$ cat config.mk
export PLATFORM = sky130hd
export DESIGN_NAME = uart_tx_fifo
export DESIGN_NICKNAME = d
export VERILOG_FILES = /design/src/rtl/uart_tx_fifo.sv
export SDC_FILE = /design/constraint.sdc
export NUM_CORES = 1
export LEC_CHECK = 0
export ABC_AREA = 1
export BUFFER_PORTS_ARGS = -buffer_cell sky130_fd_sc_hd__clkbuf_2
export CORE_UTILIZATION = 59
export CTS_CLUSTER_SIZE = 10
export DETAILED_ROUTE_END_ITERATION = 7
export MAX_ROUTING_LAYER = met4
export PLACE_DENSITY = 0.75
export SYNTH_ARGS = -nofsm -noshare
export SYNTH_HDL_FRONTEND = slang
export SYNTH_SLANG_ARGS = --single-unit
$ cat constraint.sdc
create_clock -name clk -period 5.9 [get_ports clk]
set_clock_uncertainty 0.2 [all_clocks]
set_input_delay 1.18 -clock clk [delete_from_list [all_inputs] [get_ports clk]]
set_output_delay 1.18 -clock clk [all_outputs]
set_load 0.02 [all_outputs]
$ cat src/rtl/uart_tx_fifo.sv
// Buffered UART transmitter: valid/ready input FIFO feeding a back-to-back frame serialiser.
// Optional parity bit (parity_mode port, PARITY state) is built only when UART_TX_PARITY_EN is defined.
module uart_tx_fifo #(
   parameter int CLK_FREQ   = 100_000_000,
   parameter int BAUD_RATE  = 115200,
   parameter int DATA_BITS  = 8,
   parameter int STOP_BITS  = 1,
   parameter int FIFO_DEPTH = 16
) (
   input  logic                          clk,
   input  logic                          rst_n,
   input  logic [DATA_BITS-1:0]          s_data,
   input  logic                          s_valid,
   output logic                          s_ready,
`ifdef UART_TX_PARITY_EN
   input  logic [1:0]                    parity_mode,
`endif
   output logic                          tx,
   output logic                          tx_busy,
   output logic [$clog2(FIFO_DEPTH):0]   fifo_level
);

   localparam int CLKS_PER_BIT = CLK_FREQ / BAUD_RATE;
   localparam int CNT_W = $clog2(CLKS_PER_BIT * STOP_BITS);
   localparam int IDX_W = $clog2(DATA_BITS);
   localparam int PTR_W = $clog2(FIFO_DEPTH);

   localparam logic [CNT_W-1:0] BIT_LAST  = CNT_W'(CLKS_PER_BIT - 1);
   localparam logic [CNT_W-1:0] STOP_LAST = CNT_W'(CLKS_PER_BIT * STOP_BITS - 1);
   localparam logic [IDX_W-1:0] IDX_LAST  = IDX_W'(DATA_BITS - 1);
   localparam logic [PTR_W:0]   FULL      = (PTR_W + 1)'(FIFO_DEPTH);

   localparam logic [2:0] IDLE   = 3'd0;
   localparam logic [2:0] START  = 3'd1;
   localparam logic [2:0] DATA   = 3'd2;
`ifdef UART_TX_PARITY_EN
   localparam logic [2:0] PARITY = 3'd3;
`endif
   localparam logic [2:0] STOP   = 3'd4;

   logic [DATA_BITS-1:0] mem_q [FIFO_DEPTH];
   logic [PTR_W-1:0]     wrPtr_q, rdPtr_q;
   logic [PTR_W:0]       count_q;
   logic                 push, pop, load;

   logic [2:0]           state_q, state_d;
   logic [CNT_W-1:0]     cnt_q, cnt_d;
   logic [IDX_W-1:0]     idx_q, idx_d;
   logic [DATA_BITS-1:0] shift_q, shift_d;
   logic                 tx_q, tx_d;
`ifdef UART_TX_PARITY_EN
   logic                 parEn_q, parEn_d;
   logic                 parBit_q, parBit_d;
`endif

   // A pop in the same cycle never frees a slot for the incoming word.
   assign s_ready    = rst_n && (count_q != FULL);
   assign push       = s_valid && s_ready;
   assign pop        = load;
   assign fifo_level = count_q;
   assign tx         = tx_q;
   assign tx_busy    = (state_q != IDLE);

   always_ff @(posedge clk) begin
      if (push) begin
         mem_q[wrPtr_q] <= s_data;
      end
   end

   always_ff @(posedge clk or negedge rst_n) begin
      if (!rst_n) begin
         wrPtr_q <= '0;
         rdPtr_q <= '0;
         count_q <= '0;
      end else begin
         if (push) wrPtr_q <= wrPtr_q + 1'b1;
         if (pop)  rdPtr_q <= rdPtr_q + 1'b1;
         case ({push, pop})
            2'b10:   count_q <= count_q + 1'b1;
            2'b01:   count_q <= count_q - 1'b1;
            default: count_q <= count_q;
         endcase
      end
   end

   // The shift register is pre-shifted so shift_q[0] is always the next data bit to drive.
   always_comb begin
      state_d  = state_q;
      cnt_d    = cnt_q;
      idx_d    = idx_q;
      shift_d  = shift_q;
      tx_d     = tx_q;
      load     = 1'b0;
`ifdef UART_TX_PARITY_EN
      parEn_d  = parEn_q;
      parBit_d = parBit_q;
`endif
      case (state_q)
         IDLE: begin
            tx_d = 1'b1;
            if (count_q != '0) load = 1'b1;
         end
         START: begin
            if (cnt_q == BIT_LAST) begin
               cnt_d   = '0;
               idx_d   = '0;
               tx_d    = shift_q[0];
               shift_d = shift_q >> 1;
               state_d = DATA;
            end else begin
               cnt_d = cnt_q + 1'b1;
            end
         end
         DATA: begin
            if (cnt_q == BIT_LAST) begin
               cnt_d = '0;
               if (idx_q == IDX_LAST) begin
`ifdef UART_TX_PARITY_EN
                  if (parEn_q) begin
                     state_d = PARITY;
                     tx_d    = parBit_q;
                  end else begin
                     state_d = STOP;
                     tx_d    = 1'b1;
                  end
`else
                  state_d = STOP;
                  tx_d    = 1'b1;
`endif
               end else begin
                  idx_d   = idx_q + 1'b1;
                  tx_d    = shift_q[0];
                  shift_d = shift_q >> 1;
               end
            end else begin
               cnt_d = cnt_q + 1'b1;
            end
         end
`ifdef UART_TX_PARITY_EN
         PARITY: begin
            if (cnt_q == BIT_LAST) begin
               cnt_d   = '0;
               tx_d    = 1'b1;
               state_d = STOP;
            end else begin
               cnt_d = cnt_q + 1'b1;
            end
         end
`endif
         STOP: begin
            if (cnt_q == STOP_LAST) begin
               cnt_d = '0;
               if (count_q != '0) begin
                  load = 1'b1;
               end else begin
                  state_d = IDLE;
                  tx_d    = 1'b1;
               end
            end else begin
               cnt_d = cnt_q + 1'b1;
            end
         end
         default: begin
            state_d = IDLE;
            tx_d    = 1'b1;
            cnt_d   = '0;
            idx_d   = '0;
         end
      endcase

      // Parity setting is captured with the word so mid-frame changes cannot reach the line.
      if (load) begin
         state_d  = START;
         tx_d     = 1'b0;
         cnt_d    = '0;
         shift_d  = mem_q[rdPtr_q];
`ifdef UART_TX_PARITY_EN
         parEn_d  = (parity_mode == 2'b01) || (parity_mode == 2'b10);
         parBit_d = (^mem_q[rdPtr_q]) ^ (parity_mode == 2'b10);
`endif
      end
   end

   always_ff @(posedge clk or negedge rst_n) begin
      if (!rst_n) begin
         state_q  <= IDLE;
         cnt_q    <= '0;
         idx_q    <= '0;
         shift_q  <= '0;
         tx_q     <= 1'b1;
`ifdef UART_TX_PARITY_EN
         parEn_q  <= 1'b0;
         parBit_q <= 1'b0;
`endif
      end else begin
         state_q  <= state_d;
         cnt_q    <= cnt_d;
         idx_q    <= idx_d;
         shift_q  <= shift_d;
         tx_q     <= tx_d;
`ifdef UART_TX_PARITY_EN
         parEn_q  <= parEn_d;
         parBit_q <= parBit_d;
`endif
      end
   end

endmodule

; ---- Word level (Yosys, flattened, before mapping)
; Memory sizes are Yosys's and may differ from the RTL's.
; Cells that the tools add are included.
[totals]
register_bits = 38
latchBits = 0
ram_bits = 128
rom_bits = 0
inputBits = 11
out_inout_bits = 8
word_cells = 79
memories = 1
[memory_table]
columns = memory, depth, word_bits, read_ports, rd_ports_with_merged_regs, write_ports, line_no
row1 = mem_q, 16, 8, 1, 0, 1, 41  ; logic [DATA_BITS-1:0] mem_q [FIFO_DEPTH];
[op_classes]
addsub = 6
multipliers = 0
n_div = 0
magnitude_cmp = 0
n_eq_ne = 18
shift = 0
n_mux = 32
bitwise = 1
n_reduce_logical = 13
[ops]
columns = cell, n
row1 = $mux W8, 4
row2 = $mux W3, 9
row3 = $mux W10, 2
row4 = $pmux W10 S2, 1
row5 = $ne A3 B3 Y1 const B, 6
row6 = $pmux W8 S2, 1
row7 = $pmux W3 S4, 1
row8 = $reduce_and A4 Y1, 3
row9 = $add A10 B1 Y10 const B, 1
row10 = $eq A10 B10 Y1 const B, 1
row11 = $mux W1, 10
row12 = $pmux W5 S2, 1
row13 = $pmux W3 S3, 1
row14 = $add A4 B1 Y4 const B, 2
row15 = $ne A2 B2 Y1 const B, 4
row16 = $eq A3 B3 Y1 const B, 2
row17 = $reduce_and A6 Y1, 1
row18 = $reduce_bool A3 Y1, 2
row19 = $add A5 B1 Y5 const B, 1
row20 = $ne A5 B5 Y1 const B, 1
row21 = $reduce_bool A5 Y1, 1
row22 = $sub A5 B1 Y5 const B, 1
row23 = $add A3 B1 Y3 const B, 1
row24 = $eq A3 B1 Y1 const B, 1
row25 = 11 further kinds, 12

; ---- Depth between registers and ports, before layout
[logic_depth]
word_depth = 6
depth_mapped = 16
mapped_depth_nobuf = 15

; ---- Worst setup path after synthesis
; No wires, ideal clock.
[synth_path]
path_kind = input to register
startpoint = in rst_n
endpoint = reg count_q[4], in the netlist fifo_level[4]
setup_ps = 116
arrival_time_ps = 2669
required_ps = 5584
setup_slack_ps = 2915
cell_stages = 13
n_path_buf = 0
path_cell_list = nand2_1 > nor2_2 > inv_1 > ha_1 > xor2_1 > ha_1 > inv_1 > nand2_1 > nand3_1 > nand2_1 > xor2_1 > nand2_1 > nand2_1
[synth_via]
elab_chain_cells = 4
elab_cells_between_ends = 6
cone_classes = eq/ne (2) / mux (1) / reduce/logical (3)
[synth_lines]
columns = item, line_no
row1 = start: declaration, 11  ; input logic rst_n,
row2 = $logic_and A1 B1 Y1 (*), 57  ; assign s_ready = rst_n && (count_q != FULL);
row3 = $logic_and A1 B1 Y1 (*), 58  ; assign push = s_valid && s_ready;
row4 = $eq A2 B1 Y1 / $eq A2 B2 Y1 (equally long branches), 78  ; case ({push, pop})
row5 = $pmux W5 S2 / $reduce_bool A2 Y1 (equally long branches), --
row6 = end signal: assignment, 79  ; 2'b10: count_q <= count_q + 1'b1;
row7 = end signal: assignment, 80  ; 2'b01: count_q <= count_q - 1'b1;
row8 = end signal: assignment, 81  ; default: count_q <= count_q;
row9 = end: declaration, 43  ; logic [PTR_W:0] count_q;
; Every way passes the cells marked *; elsewhere a longest branch is shown, timed or not.
; A chain may end at the register's enable or synchronous reset.

; ---- Worst setup path in the final report
[layout_path]
startpoint = in rst_n
endpoint = out s_ready
[layout_via]
elab_chain_cells = 1
[layout_lines]
columns = item, line_no
row1 = $logic_and A1 B1 Y1, 57
row2 = end: declaration, 14  ; output logic s_ready,
; Every way passes these cells.

==> impl_results.md <==
* Fill cells at between 900 and 1,000
* Type of origin of the critical path: input port
* Cell total after placement at roughly 950
* Number of violations reported at the end of detailed-routing iteration 0 at just over 400
* Clock sink count at 166
* Part of the total power dissipated in sequential elements at about half
* GP Congestion at 0.888
* Proportion of synthesized chip area in sequential cells at between 60% and 70%
* DR pass1 iterations at 5
* Unrepaired setup endpoints after global routing: no
* Path depth of the worst reg2reg path at 11
* Total GRT Usage at a little over a quarter
* Post-Layout Inst Area at 8360 µm²
* Number of ports placed on the die boundary at 19
* Slowest cell delay on critical path at about 0.43 ns
* Worst r2r src: rdPtr_q[0]
* CTS H-Tree Depth at 4
* Most common cell type on the critical path: sky130_fd_sc_hd__clkbuf_2
* Final period demand of the worst path at ~3.5 ns
* Port Buf Inserts at 18
* Placed inst area at 7780 µm²
* Number of buffers created by CTS at 17
* Setup bufs post-CTS at 0
* Internal reg-to-reg setup slack at roughly 2.5 ns
* DIE WIDTH at between 100 and 150 µm
* Maximum number of pins on one net before global-route repair at 68
* Hold bufs inserted after CTS at 0
* Highest attainable clock frequency at 0.288 GHz
* Path category of the worst min-delay check: flop to flop
* Estimated wirelength of the detail-placed design at about 10,000 µm
* Avg Vias per Cell at ~5.4
* Slew of the pin with the lowest slew margin at around 1.1 ns
* Number of nets produced by synthesis at 802
* Share of the cycle needed by the critical path after routing at 58.9%
* Worst hold slack after final layout at roughly 0.27 ns
* Ratio of cells with drive above 1 in the final layout at a little under a tenth
* CP Data Required Time at 4.52 ns
* Final std cells w/o fill at a little under 1,000
* Synth Cell Area at approximately 7600 µm²
* Proportion of register bits with asynchronous set or reset after synthesis at approximately 23%
* Clock tree from TritonCTS: built
* Seq. cell area at ~4800 µm²
* Capturing element type of the critical path: output port
* Clock root cell: sky130_fd_sc_hd__clkbuf_16
* Via count at roughly 5,300
* Effective utilization at floorplan at approximately three fifths
* Number of placement rows at 41
* Die footprint at between 10,000 and 15,000 µm²
* Clock slew at the register clock pins of the worst setup and hold paths at roughly 0.06 ns
* Switching power summed over all nets at ~0.7 mW
* Floorplan core area at roughly 13,000 µm²
* Area share of the largest cell type after synthesis at between 50% and 60%
* Internal Power at 2.00 mW
* Total of endpoints with negative setup slack in the final report at 0
* Max Transition Viols Final at 0
* DRC Markers at 0
* Number of gates on the worst path with buffers counted at 5
* Number of flip-flops and latches in the synthesized netlist at around 170
* Nets@finish at roughly 800
* Post-synthesis average cell area at 9.72 µm²
* Total negative slack for setup checks at 0 ns
* WHS Path Cells at 2
* Vertical extent of the die at ~120 µm
* Portion of total power attributed to combinational logic at about a tenth
* WL/cell at 15.9 µm
* First-pass GRT wire length at approximately 24,000 µm
* Global route overflow at 0
* Worst slew margin relative to its limit at 27.6%
* GR Layer Usage met2 at 46.0%
* Maximum fanout along the worst path at 39
* Cell taking the most area after synthesis: sky130_fd_sc_hd__edfxtp_1
* Number of distinct standard cells referenced by the synthesized netlist at 34
* Met1 track demand over resource at between 30 and 40%
* Antenna violations before repair at 0
* Clk Latency, worst-skew pair at ~0.42 ns
* Switching share of total power at about a quarter
* Maxcap violations at 0
* Status: completed
* Number of enable flip-flop cells after synthesis at between 100 and 150
* Type of the setup path with the least slack: input port to output port
* Antenna fix cells at 0
* Sum of buffers and inverters on the critical path at 4
* Post-synth top flop: sky130_fd_sc_hd__edfxtp_1
* Total Power Consumption at 2.70 mW
* Yosys warns at 0
* Residual antenna-violating net count after detailed routing at 0
* Post-cts gate resize count at 0
* GR Util met3 at 5.54%
* LEAKAGE at between 3 and 4 nW
* Buffer depth of the longest clock path at 2
* Total detailed-routing wirelength at 15,600 µm
* Clk network pwr share at around 39%
* Critical path's slowest cell: sky130_fd_sc_hd__buf_4
* Termination of the worst setup path: s_ready
* Post-synthesis cell count at roughly 780
* Power per unit of standard cell area at about 320 nW/µm²
* Startpoint of the most critical setup path: rst_n
* Gate family responsible for the most delay along the worst path: buffers and inverters
* Dominant cells by area after synthesis: sky130_fd_sc_hd__edfxtp_1 51%, sky130_fd_sc_hd__nand2_1 13%, sky130_fd_sc_hd__dfrtp_1 12%
* Growth of design area from synthesis to finish at 10.4%
* Worst endpoint data arrival time at 2.09 ns
* Ordered list of cells on the worst path: clkbuf_2 > buf_4 > nand2_1 > inv_1 > clkbuf_2
* Multi-input logic area at ~2300 µm²
* Largest voltage drop on the vdd net at 0.000348 V
* Capture instance of the worst register-to-register path: shift_q[5]
* Hold violation count in the final report at 0
* Most heavily used metal layer in global routing: met2
* Number of global-route vias before repair at 5,011
[cell type report]
| cell class | instances | area share [%] |
|---|---|---|
| tap | 172 | 2.58 |
| clock inverter | 15 | 1.78 |
| sequential | 166 | 57.4 |
| multi-input combinational | 486 | 27.2 |
| clock buffer | 17 | 5.09 |
| inverter | 101 | 4.54 |
| timing repair buffer | 22 | 1.44 |
[power groups by stage]
stage | Combinational (mW) | Clock [mW] | Sequential, mW
after detailed placement | 0.257 | 0 | 1.41
final | 0.259 | 1.06 | 1.39
after global routing | 0.285 | 1.11 | 1.39
after global placement | 0.245 | 0 | 1.40
after CTS | 0.259 | 1.07 | 1.38
after floorplan | 0.147 | 0 | 1.42
[state kept, by name (all words and copies together), names as in the netlist]
| register | flops |
|---|---|
| wrPtr_q | 4 |
| tx | 1 |
| rdPtr_q | 4 |
| state_q | 3 |
| mem_q | 128 |
| idx_q | 3 |
| fifo_level | 5 |
| cnt_q | 10 |
| shift_q | 8 |
[worst min-delay path by stage]
stage	slack, ns	end	from
after floorplan	0.24	shift_q[7]	shift_q[7]
after global routing	0.29	shift_q[7]	shift_q[7]
final	0.27	shift_q[7]	shift_q[7]
after global placement	0.26	shift_q[7]	shift_q[7]
after CTS	0.27	shift_q[7]	shift_q[7]
after detailed placement	0.26	shift_q[7]	shift_q[7]
[cell usage in the layout (no fill, tap or decap), types with 5 or more instances in the layout]
cell / synthesis / routed
sky130_fd_sc_hd__nand4_1: 5 / 5
sky130_fd_sc_hd__o21ai_0: 25 / 25
sky130_fd_sc_hd__nand2_1: 263 / 263
sky130_fd_sc_hd__nor3_1: 7 / 7
sky130_fd_sc_hd__a21oi_1: 5 / 5
sky130_fd_sc_hd__dfrtp_1: 37 / 36
sky130_fd_sc_hd__clkinv_1: 2 / 5
sky130_fd_sc_hd__inv_1: 95 / 94
sky130_fd_sc_hd__ha_1: 12 / 12
sky130_fd_sc_hd__xor2_1: 9 / 9
sky130_fd_sc_hd__edfxtp_1: 128 / 128
sky130_fd_sc_hd__clkbuf_16: 0 / 17
sky130_fd_sc_hd__nor2_1: 30 / 30
sky130_fd_sc_hd__clkinv_4: 0 / 6
sky130_fd_sc_hd__clkbuf_2: 0 / 18
sky130_fd_sc_hd__nand3_1: 108 / 108
[tightest hold or removal path: cells and delay by family (launching register included)]
family	cells	cell delay, ns
AND/OR/NAND/NOR	2	0.10
flip-flops	1	0.34
[routing by layer]
metal / wire, µm / share of wire (%) / up-vias
met2: 8210 / 53 / 172
met5: 0 / 0 / -
met3: 1010 / 6.5 / 25
met1: 6100 / 39 / 2512
met4: 252 / 1.6 / 0
li1: - / - / 2573
[cells by family after synthesis]
group                      share of synthesized area, %
AOI/OAI and AO/OA                                  2.73
buffers and inverters                              6.68
xor gates and xnor gates                           1.27
DFF                                                63.3
adders and majority gates                          1.98
muxes                                             0.132
and+or+nand+nor                                    23.9
[stage by stage]
| stage | setup slack (ns) | utilization, % |
|---|---|---|
| after floorplan | 2.91 | - |
| after global placement | 2.12 | 61.9 |
| after detailed placement | 1.98 | 61.9 |
| after CTS | 2.39 | 66.5 |
| after global routing | 2.17 | 66.5 |
| final | 2.43 | 66.5 |
[synth_stat cells, types with 5 or more instances]
master and number:
sky130_fd_sc_hd__a21oi_1 5, sky130_fd_sc_hd__buf_2 17, sky130_fd_sc_hd__clkbuf_1 5, sky130_fd_sc_hd__dfrtp_1 37, sky130_fd_sc_hd__edfxtp_1 128, sky130_fd_sc_hd__ha_1 12, sky130_fd_sc_hd__inv_1 95, sky130_fd_sc_hd__nand2_1 263
sky130_fd_sc_hd__nand3_1 108, sky130_fd_sc_hd__nand4_1 5, sky130_fd_sc_hd__nor2_1 30, sky130_fd_sc_hd__nor3_1 7, sky130_fd_sc_hd__o21ai_0 25, sky130_fd_sc_hd__xor2_1 9
Note: power is estimated with default switching activity, not from simulation.
